[src/rtl/order_cmp.sv]
// Neighbour ordering check for the sorted-array scan.
//   prev : element i
//   cur  : element i+1
//   ok   : 1 when the pair respects the configured order
module order_cmp #(
   parameter int DATA_W      = 32,
   parameter int DESCENDING  = 0,
   parameter int SIGNED_CMP  = 1,
   parameter int ALLOW_EQUAL = 0
) (
   input  logic [DATA_W-1:0] prev,
   input  logic [DATA_W-1:0] cur,
   output logic              ok
);

   logic lt;
   logic eq;
   logic gt;

   always_comb begin
      eq = (prev == cur);
      if (SIGNED_CMP != 0) lt = ($signed(prev) < $signed(cur));
      else                 lt = (prev < cur);
      gt = !lt && !eq;
      if (DESCENDING != 0) ok = gt || ((ALLOW_EQUAL != 0) && eq);
      else                 ok = lt || ((ALLOW_EQUAL != 0) && eq);
   end

endmodule

[config.mk]
export PLATFORM = sky130hd
export DESIGN_NAME = order_cmp
export DESIGN_NICKNAME = d
export VERILOG_FILES = /design/src/rtl/order_cmp.sv
export SDC_FILE = /design/constraint.sdc
export NUM_CORES = 1
export LEC_CHECK = 0
export BUFFER_PORTS_ARGS = -buffer_cell sky130_fd_sc_hd__buf_4
export CORE_AREA = 2 2 49 74
export DETAILED_ROUTE_END_ITERATION = 8
export DIE_AREA = 0 0 51 76
export PLACE_DENSITY = 0.52
export SLEW_MARGIN = 0
export SYNTH_ARGS = -nofsm -noshare
export SYNTH_HDL_FRONTEND = slang
export SYNTH_SLANG_ARGS = --single-unit
[constraint.sdc]
create_clock -name vclk -period 2.85
set_input_delay 0.285 -clock vclk [all_inputs]
set_output_delay 0.285 -clock vclk [all_outputs]
set_load 0.01 [all_outputs]
* Word level (Yosys, flattened, before mapping) *
Cells that the tools add are included.

word-level totals
  register bits = 0
  input port bits = 64
  output and inout port bits = 1
  logic and storage cells = 1

cells by class
  magnitude comparators = 1

operators with widths
  operator             count
  32-bit < comparator  1

* Depth between registers and ports, before layout *
  word-level depth = 1
  depth in mapped cells = 8
  mapped depth without buffers = 8

* Worst setup path after synthesis *
No wires, ideal clock.

  path kind = input to output
  start point = input cur[22]
  end point = output ok
  arrival time = 1.706 ns
  required time = 2.565 ns
  setup slack = 0.859 ns
  stages = 8
  buffers on the path = 0
  path through = inv_1 ha_1 a21oi_1 a21boi_1 o21bai_1 a31oi_1 or4b_1 mux2i_1

on the way
  longest elaborated chain between the ends = 1

RTL lines
  element              line  source
  start: declaration   12    input logic [DATA_W-1:0] cur,
  32-bit < comparator  22    if (SIGNED_CMP != 0) lt = ($signed(prev) < $signed(cur));
  end: declaration     13    output logic ok

No other way between the ends.

* Worst setup path in the final report *
  start point = input prev[22]
  end point = output ok

on the way
  longest elaborated chain between the ends = 1

RTL lines
  element              line  source
  start: declaration   11    input logic [DATA_W-1:0] prev,
  32-bit < comparator  22

No other way between the ends.

==> impl_results.md <==
* Run status: finished, final reports clean
* Crit path to: ok
* Placer Congestion at 0.756
* Max-cap violations at 0
* Power Dens Cells at 125 mW/mm^2
* Initial DRC count at 5
* Initial Util at 24.0%
* Worst vdd ir at 0.0502 mV
* Post-Layout Cell Count at 215
* # resized after CTS at 0
* Hold_buf cts at 0
* Critical Path Start Type: input pin
* Mapped Nets at 203
* Inserted Diodes at 0
* Critical path launch point: prev[22]
* Core area at 0.00329 mm^2
* Setup violators final at 0
* Vias in the first global route at 933
* Min Tclk post-route at 2.20 ns
* Final worst-path cycle share at 77.3%
* Pin slew with the least headroom to its limit at 0.261 ns
* Peak fanout along the critical path at 3
* Global-route wire length before repair at 3320 um
* Final Hold Fails at 0
* Sequential fraction of the synthesis area at 0%
* Horiz. Die Dim at 51 um
* Seq cells at 0
* Critical path class: input pin to primary output
* Unique masters post-synth at 23
* WP data arrival at 1.92 ns
* Max stage delay cell, worst path: or4b_1
* Critical Path Sink Type: primary output
* Drt drc at 0
* Slew HR at 82.4%
* Cell Chain, Critical Path: buf_4, ha_1, a21oi_1, a21boi_1, o21bai_1, a31oi_1, or4b_1, mux2i_1, buf_4
* Highest clock rate at 454 MHz
* I/O pin count at 65
* Initial antenna violation count at 0
* ANT nets after route at 0
* Post-Route WL at 2030 um
* RSZ-0062 raised after global routing: false
* Total track usage at 10.1%
* Die area at 0.00388 mm^2
* Post CTS Setup Buffer Count at 0
* Synth warn at 0
* P_leak at 0.822 nW
* FF/Latch Area at 0 um^2
* Post-DP HPWL at 2000 um
* Layout cell share with drive strength beyond 1 at 39.3%
* Area growth, synth to finish at 68.5%
* Largest net degree at the start of global routing at 5
* Max-slew violation count at 0
* Clock buf count at 0
* Post-Route Setup TNS at 0 ns
* Mapped Area at 790 um^2
* Worst hold-check path type: input pin to primary output
* Port bufs at 65
* Hold Slack at 1.02 ns
* Average wire per standard cell at 9.44 um
* Commonest cells after routing, fill and taps aside: buf_4 (65), inv_1 (31), ha_1 (31)
* Final net count at 270
* Die H at 76 um
* Slowest cell delay on critical path at 0.49 ns
* Crit path top cell by count: buf_4
* Via/cell ratio at 4.52
* Avg Inst Size Synth at 7.31 um^2
* Remaining Overflow, GRT at 0
* Via count at 971
* Critical Path RT at 2.57 ns
* Placed Instances at 215
* Commonest non-fill, non-tap cell in the layout: buf_4
* Standard-cell row count at 26
* Drt first pass iters at 4
* Synth Instances at 108
==> power by group <==
group	switching (mW)	internal, mW	leakage, nW	total [mW]
Clock	0	0	0	0
Sequential	0	0	0	0
Combinational	0.0634	0.103	0.822	0.167
==> area by class of cell <==
cell class                      instances  area (um^2)
Timing Repair Buffer                   65          488
Fill cell                             332         1960
Tap cell                               42         52.6
Inverter                               31          116
Multi-Input combinational cell         77          673
==> through the flow <==
step / setup WS (ns) / total power [mW] / area [um^2] / utilization [%]
floorplan: 0.859 / 0.0797 / 790 / -
global placement: 0.633 / 0.165 / 1330 / 40.5
CTS: 0.640 / 0.170 / 1330 / 40.5
global route: 0.551 / 0.188 / 1330 / 40.5
finish: 0.648 / 0.167 / 1330 / 40.5
detailed placement: 0.642 / 0.169 / 1330 / 40.5
==> worst min path at each step <==
stage | startpoint | to | slack, ns | cells after the start
global placement | prev[31] | ok | 1.03 | 4
floorplan | prev[31] | ok | 0.81 | 2
CTS | prev[31] | ok | 1.03 | 4
detailed placement | prev[31] | ok | 1.03 | 4
finish | prev[31] | ok | 1.02 | 4
global route | prev[31] | ok | 1.04 | 4
==> Yosys cell counts <==
cell type / n / area [um^2]
a211o_1: 1 / 8.76
a211oi_2: 1 / 12.5
a21boi_1: 1 / 7.51
a21o_1: 3 / 22.5
a21oi_1: 8 / 40.0
a22o_1: 1 / 8.76
a311oi_2: 1 / 15.0
a31oi_1: 2 / 12.5
and3_1: 2 / 12.5
ha_1: 31 / 388
inv_1: 31 / 116
mux2i_1: 1 / 10.0
nand2_1: 3 / 11.3
nand2b_1: 1 / 6.26
nand3_1: 6 / 30.0
nand4_1: 5 / 31.3
nor2_1: 2 / 7.51
nor2_2: 1 / 6.26
nor3_1: 1 / 5.00
o21ai_0: 3 / 15.0
o21ai_1: 1 / 5.00
o21bai_1: 1 / 7.51
or4b_1: 1 / 10.0
==> routing by layer <==
layer	track usage, %	share of wire, %	up-vias
met3	0.784	8.4	0
li1	-	-	508
met2	20.8	55	44
met4	0.541	0	0
met1	11.0	37	419
met5	0	0	-
==> logic make-up (layout without fill, tap and decap cells) <==
group	count (synthesis)	in the layout	synth area share, %
and+or+nand+nor	22	22	15.2
AOI/OAI and AO/OA	23	23	19.7
muxes	1	1	1.27
adders and majority gates	31	31	49.1
buffers and inverters	31	96	14.7
==> worst max-delay path: cells and delay by family <==
family | cells | cell delay (ns)
compound gates | 4 | 0.44
fa+ha+maj | 1 | 0.31
buf+inv | 2 | 0.25
mux | 1 | 0.13
simple gates | 1 | 0.49
Power figures use the tool's default switching activity.
